$ cat config.mk
export PLATFORM = sky130hd
export DESIGN_NAME = clk_gate_bank
export DESIGN_NICKNAME = d
export VERILOG_FILES = /design/src/rtl/clocking_pkg.sv /design/src/rtl/clk_gate_ch.sv /design/src/rtl/clk_gate_bank.sv
export SDC_FILE = /design/constraint.sdc
export NUM_CORES = 1
export LEC_CHECK = 0
export CAP_MARGIN = 20
export CORE_MARGIN = 5
export CORE_UTILIZATION = 48
export CTS_CLUSTER_DIAMETER = 120
export DETAILED_ROUTE_END_ITERATION = 7
export GPL_TIMING_DRIVEN = 0
export MAX_ROUTING_LAYER = met4
export PLACE_DENSITY = 0.7
export REMOVE_ABC_BUFFERS = 1
export SYNTH_ARGS = -nofsm -noshare
export SYNTH_HDL_FRONTEND = slang
export SYNTH_SLANG_ARGS = --single-unit
$ cat constraint.sdc
create_clock -name clk_i -period 1.6 [get_ports clk_i]
set_input_delay 0.32 -clock clk_i [delete_from_list [all_inputs] [get_ports clk_i]]
set_output_delay 0.32 -clock clk_i [all_outputs]
set_load 0.005 [all_outputs]
$ cat src/rtl/clocking_pkg.sv
// Shared types and helpers for the gated clock bank.
// The hold counter needs at least one bit even when no hold-off is configured.
package clocking_pkg;

  typedef enum logic [1:0] {
    GS_OFF  = 2'd0,
    GS_ON   = 2'd1,
    GS_HOLD = 2'd2
  } gate_state_e;

  function automatic int unsigned cnt_width(input int unsigned hold);
    return (hold == 0) ? 1 : $clog2(hold + 1);
  endfunction

endpackage

$ cat src/rtl/clk_gate_ch.sv
// One gated clock channel: enable synchroniser, gating FSM with hold-off counter,
// and a negedge-registered gate enable so clk_o pulses are never partial.
//
//  state   | meaning
//  GS_OFF  | clock gated, channel idle
//  GS_ON   | synchronised enable high, clock running
//  GS_HOLD | enable dropped, clock kept running while cnt drains to 0
module clk_gate_ch
  import clocking_pkg::*;
#(
  parameter int SYNC_STAGES = 2,
  parameter int HOLD_CYCLES = 4
) (
  input  logic clk_i,
  input  logic arst_ni,
  input  logic en_i,
  output logic gate_en,
  output logic active
);

  localparam int CNT_W = cnt_width(HOLD_CYCLES);
  localparam logic [CNT_W-1:0] HOLD_LOAD =
    (HOLD_CYCLES > 0) ? CNT_W'(HOLD_CYCLES - 1) : '0;

  logic [SYNC_STAGES-1:0] sync_q;
  logic                   en_s;
  gate_state_e            state_q, state_d;
  logic [CNT_W-1:0]       cnt_q, cnt_d;
  logic                   gate_en_q;

  always_ff @(posedge clk_i or negedge arst_ni) begin
    if (!arst_ni) sync_q <= '0;
    else          sync_q <= {sync_q[SYNC_STAGES-2:0], en_i};
  end

  assign en_s = sync_q[SYNC_STAGES-1];

  always_ff @(posedge clk_i or negedge arst_ni) begin
    if (!arst_ni) begin
      state_q <= GS_OFF;
      cnt_q   <= '0;
    end else begin
      state_q <= state_d;
      cnt_q   <= cnt_d;
    end
  end

  always_comb begin
    state_d = state_q;
    cnt_d   = cnt_q;
    unique case (state_q)
      GS_OFF: begin
        if (en_s) state_d = GS_ON;
      end
      GS_ON: begin
        if (!en_s) begin
          if (HOLD_CYCLES == 0) begin
            state_d = GS_OFF;
          end else begin
            state_d = GS_HOLD;
            cnt_d   = HOLD_LOAD;
          end
        end
      end
      GS_HOLD: begin
        if (en_s)              state_d = GS_ON;
        else if (cnt_q == '0)  state_d = GS_OFF;
        else                   cnt_d   = cnt_q - CNT_W'(1);
      end
      default: state_d = GS_OFF;
    endcase
  end

  // Updating on the falling edge keeps the gate stable for the whole high phase.
  always_ff @(negedge clk_i or negedge arst_ni) begin
    if (!arst_ni) gate_en_q <= 1'b0;
    else          gate_en_q <= (state_q != GS_OFF);
  end

  assign gate_en = gate_en_q;
  assign active  = (state_q != GS_OFF);

endmodule

$ cat src/rtl/clk_gate_bank.sv
// Bank of independent gated clock channels with a global test-mode bypass
// and an aggregate busy flag.
module clk_gate_bank
  import clocking_pkg::*;
#(
  parameter int NUM_CH      = 4,
  parameter int SYNC_STAGES = 2,
  parameter int HOLD_CYCLES = 4
) (
  input  logic              clk_i,
  input  logic              arst_ni,
  input  logic [NUM_CH-1:0] en_i,
  input  logic              test_en_i,
  output logic [NUM_CH-1:0] clk_o,
  output logic [NUM_CH-1:0] active_o,
  output logic              busy_o
);

  logic [NUM_CH-1:0] gate_en;

  for (genvar i = 0; i < NUM_CH; i++) begin : g_ch
    clk_gate_ch #(
      .SYNC_STAGES (SYNC_STAGES),
      .HOLD_CYCLES (HOLD_CYCLES)
    ) u_ch (
      .clk_i   (clk_i),
      .arst_ni (arst_ni),
      .en_i    (en_i[i]),
      .gate_en (gate_en[i]),
      .active  (active_o[i])
    );
  end

  // test_en_i is quasi-static; the bypass is a plain OR ahead of the AND gate.
  assign clk_o  = {NUM_CH{clk_i}} & (gate_en | {NUM_CH{test_en_i}});
  assign busy_o = |active_o;

endmodule

# Word level (Yosys, flattened, before mapping)
# Cells that the tools add are included.
[word_totals]
in_bits = 7
elab_cells = 111
out_inout_bits = 9
regBits = 32
[classes]
n_eq_ne = 28
add_sub_neg = 4
mux = 36
n_reduce_logical = 25
bitwise_logic = 2
[ops]
columns = ["cell", "n"]
rows = [
  ["$mux 3", 12],
  ["$mux 2", 16],
  ["$ne 2x2->1 const B", 12],
  ["$pmux 2 s3", 4],
  ["$pmux 3 s2", 4],
  ["$reduce_and 4->1", 4],
  ["$reduce_bool 2->1", 8],
  ["$logic_not 3->1", 4],
  ["$ne 3x1->1 const B", 4],
  ["$reduce_and 3->1", 4],
  ["$sub 3x1->3 const B", 4],
  ["$eq 2x1->1 const B", 4],
  ["$eq 2x2->1 const B", 4],
  ["$logic_not 2->1", 4],
  ["$ne 2x1->1 const B", 4],
  ["$and 4x4->4", 1],
  ["$or 4x4->4", 1],
  ["$reduce_or 4->1", 1],
]

# Logic depth before layout (Yosys ltp)
[depth]
word_depth = 4
depth_mapped = 6
depth_no_buf = 6

# Cells and area by module
# Synthesis repeated with hierarchy kept, for this count alone.
[hier_totals]
cells_unflattened = 120
area_unflattened_um2 = 1435.1
[by_module_without_submodules]
columns = ["module", "seq_area_each_um2", "area_each_um2", "instances", "cells_per_inst"]
rows = [
  ["clk_gate_ch (g_ch[1].u_ch ...)", 200.2, 347.8, 3, 28],
  ["clk_gate_ch (g_ch[0].u_ch)", 200.2, 354.1, 1, 31],
  ["clk_gate_bank", 0.0, 37.5, 1, 5],
]

==> results.md <==
Detailed routing:
- After detailed routing, the average wire length per cell comes to about 13 um.
- The post-detailed-route count of antenna-violating nets is 0.
- The number of vias per cell after detailed routing is about 5.3.
- For this run, the detailed router's first-pass iteration total came to 4.
- The via total after detailed routing is approximately 1,200.
- In the routed design, unresolved DRC markers number 0.
- The DRC marker count from the first detailed-route iteration is 71.
- The total detailed-routing wirelength is ~2.9 mm.

Timing:
- Setup repair after global routing could not meet its margin everywhere.
- The number of failing hold endpoints at the final stage is 0.
- For the pin with the worst max-slew slack, the measured transition is between 0.4 and 0.5 ns.
- For the final routed database, the setup TNS stands at -3.18 ns.
- The worst slew margin relative to its limit is 0.672.
- Once routing completed, OpenROAD measured the worst setup slack at -0.592 ns.
- The number of setup violations in the final report is 12.
- The number of pins exceeding their max-slew limit in the final report is 0.
- The worst-case clock skew is 0.00685 ns.

Setup path:
- The worst register-to-register path begins at g_ch[2].u_ch.state_q[1].
- Across all register-to-register paths, the minimum setup slack is -0.13 ns.
- Counting buffers and inverters, the worst setup path is 2 cells deep.
- The critical path start-end classification is reg -> out.
- The critical path goes through o21a_1, buf_2.
- The number of buffers and inverters on the critical path is 1.
- The most critical setup path has its startpoint at g_ch[3].u_ch.gate_en.
- The worst register-to-register path ends at g_ch[2].u_ch.gate_en.
- The cell at the slowest stage of the critical path is sky130_fd_sc_hd__dfrtn_1.
- The end of the critical path is clk_o[3].
- The maximum net fanout on the critical path is 1.
- Measured in cells, the most critical reg-to-reg path has a length of 2.
- The gate family responsible for the most delay along the worst path is flip-flops.
- The delay of the slowest cell on the worst path is 0.34 ns.
- The critical path launch point type is a flop.
- The worst endpoint required time is between 1 and 1.5 ns.
- The worst endpoint data arrival time is 1.87 ns.
- The worst setup path is captured at an output pin.

GRT:
- The total overflow left after global routing is 0.
- Across every metal layer, demand over resource in global routing totals 0.167.
- The number of antenna violations at the first check in global routing came to 0.
- The number of global-route vias before repair is between 1,000 and 1,500.
- The first global-routing pass estimated about 5.2 mm of wire.
- Entering global routing, the biggest net connects 22 pins.

Synth:
- The synthesized design contains 0 enable-type register cells.
- The synthesized flop and latch total is 32.
- Yosys mapped the design onto 32 distinct sky130hd cell types.
- The top cell type by total area after synthesis is sky130_fd_sc_hd__dfrtp_1.
- The synthesized instance count is ~140.
- The Yosys step of the flow raised 0 warnings.
- The part of the Yosys area used for sequential elements is 0.519.
- Counting flops with an async set or reset pin after synthesis yields a share of 1.00.
- The primary flip-flop cell chosen by synthesis mapping is sky130_fd_sc_hd__dfrtp_1.
- Ranked by total cell area, the synthesized netlist is headed by sky130_fd_sc_hd__dfrtp_1, sky130_fd_sc_hd__dfrtn_1, sky130_fd_sc_hd__ha_1, sky130_fd_sc_hd__o22a_1, sky130_fd_sc_hd__inv_1.
- Of the post-synthesis cell area, the dominant cell type holds 0.454.
- Dividing the synthesized area by the synthesized cell count gives around 11 sq um.
- The cell area after synthesis is 1540 sq um.

Power:
- The register share of total power is 0.430.
- The leakage power summed over all cells is between 0.9 and 1 nW.
- The logic gate share of total power is 0.243.
- Across the VDD grid, the largest voltage drop is 622 uV.
- The portion of total power attributed to the clock network is 0.327.
- Power spread over the standard cell area amounts to 1220 nW/um^2.
- The cell internal power dissipation is between 1.5 and 2 mW.
- The switching fraction of total power is 0.310.
- The post-layout total power is about 2.4 mW.
- The net switching power is 733 uW.

Floorplan:
- The floorplan die height is roughly 67 um.
- The effective utilization at floorplan is 0.501.
- The die is 66.7 um wide.
- The number of top-level design ports is 16.
- The number of placement rows is 20.
- The floorplan step defined a die boundary enclosing 4450 sq um.
- The core region is 3080 sq um.

Clocking:
- The TritonCTS clock tree is done.
- The clock-pin slew reported for the worst setup and hold paths after clock tree synthesis is 0.10 ns.
- At the later pin of the worst-skew pair, clock insertion delay measures roughly 0.43 ns.

Layout:
- The number of antenna diodes is 0.
- The fraction of final layout cells sized beyond drive strength 1 is 0.261.
- From synthesis to final layout, the design area changed by 26.3%.
- The total number of nets in the final design is 194.
- The finished layout holds roughly 220 standard cells, fillers aside.
- The post-route cell area is between 1500 and 2000 sq um.

Placed design:
- The HPWL after detailed placement is about 1.9 mm.
- After detailed placement, the total cell area comes to around 1700 sq um.
- Before CTS, the worst setup slack after placement is -0.485 ns.
- The placed instance count is a little under 200.
- At the end of routability-driven placement, the weighted congestion stood at around 0.8.
- The count of input and output buffers is 15.

Job:
- The tool flagged a number of max-cap violations equal to 0.

Outcome:
- The flow ran to the end, but the final reports show violations.
- The final reports fail on negative setup slack.

Min path:
- In this run the worst hold path is classified as in -> reg.
==> synth_stat cells (all sizes together), types with 3 or more instances <==
cell / count
ha: 8
nor2b: 5
o21a: 5
nor2: 11
dfrtn: 4
or2: 3
o22a: 8
a21boi: 3
buf: 8
a21oi: 9
a31oi: 4
inv: 15
o21ai: 4
nor3b: 4
dfrtp: 28
nand2b: 6
==> power groups by stage <==
| stage | Sequential [mW] | Combinational [mW] | Clock [mW] |
|---|---|---|---|
| 2_1_floorplan | 1.03 | 0.331 | 0.0873 |
| 3_3_place_gp | 1.05 | 0.418 | 0.238 |
| 5_1_grt | 1.04 | 0.659 | 0.874 |
| 6_report | 1.02 | 0.575 | 0.776 |
| 3_5_place_dp | 1.06 | 0.461 | 0.238 |
| 4_1_cts | 1.02 | 0.544 | 0.799 |
==> cell families (layout without fill, tap and decap cells) <==
family,count (synthesis),in the layout,share of synthesized area
buf+inv,24,60,0.0795
mux,1,1,0.00649
compound gates,44,44,0.200
flops,32,32,0.519
simple gates,35,35,0.131
fa+ha+maj,8,8,0.0649
==> worst reg2reg max path: stages, from the launching register on <==
cell and delay (ns):
sky130_fd_sc_hd__dfrtp_2 0.42, sky130_fd_sc_hd__or2_4 0.26, sky130_fd_sc_hd__buf_6 0.12
==> layer usage <==
metal  share of wire  GRT usage  vias to the layer above
li1                -          -                      569
met1            0.41      0.164                      585
met2            0.51      0.257                       29
met3           0.059     0.0809                       11
met4           0.022      0.119                        0
met5               0          -                        -
==> flip-flops by register name, indices dropped and copies added, names as in the netlist <==
signal             flops
g_ch.u_ch.gate_en      4
g_ch.u_ch.sync_q       8
g_ch.u_ch.state_q      8
g_ch.u_ch.cnt_q       12
==> cell usage in the layout, fill, tap and decap left out, types with 8 or more instances in the layout <==
cell                       instances
sky130_fd_sc_hd__a21oi_1           9
sky130_fd_sc_hd__buf_4            11
sky130_fd_sc_hd__buf_6             9
sky130_fd_sc_hd__clkbuf_4          9
sky130_fd_sc_hd__dfrtp_1          22
sky130_fd_sc_hd__ha_1              8
sky130_fd_sc_hd__inv_1            14
sky130_fd_sc_hd__nor2_1           10
sky130_fd_sc_hd__o22a_1            8
==> through the flow <==
stage | hold WS [ns] | util
detailed placement | 0.336 | 0.555
global placement | 0.334 | 0.546
finish | 0.315 | 0.633
global route | 0.292 | 0.633
floorplan | 0.0244 | -
CTS | 0.271 | 0.615
==> repair_timing <==
action,CTS,global route
hold buffers,0,2
hold endpoints to repair,0,11
buffers inserted,12,5
endpoints found under the setup margin,16,18
pin swaps,7,5
resized for setup,53,6
==> cell type report <==
| class | count | area (sq um) |
|---|---|---|
| sequential | 32 | 808 |
| timing repair buffer | 29 | 294 |
| fill | 244 | 1130 |
| multi-input combinational | 88 | 636 |
| inverter | 15 | 56.3 |
| clock buffer | 16 | 98.8 |
| tap | 44 | 55.1 |
==> worst min path at each step <==
| stage | from | endpoint | slack [ns] | depth (start not counted) |
|---|---|---|---|---|
| 6_report | en_i[0] | g_ch[0].u_ch.sync_q[0] | 0.32 | 1 |
| 5_1_grt | en_i[0] | g_ch[0].u_ch.sync_q[0] | 0.29 | 1 |
| 4_1_cts | arst_ni | g_ch[3].u_ch.cnt_q[2] | 0.27 | 1 |
| 3_5_place_dp | g_ch[3].u_ch.sync_q[0] | g_ch[3].u_ch.sync_q[1] | 0.34 | 0 |
| 3_3_place_gp | g_ch[1].u_ch.sync_q[0] | g_ch[1].u_ch.sync_q[1] | 0.33 | 0 |
| 2_1_floorplan | arst_ni | g_ch[0].u_ch.cnt_q[0] | 0.02 | 0 |
(Power assumes the default switching activity.)
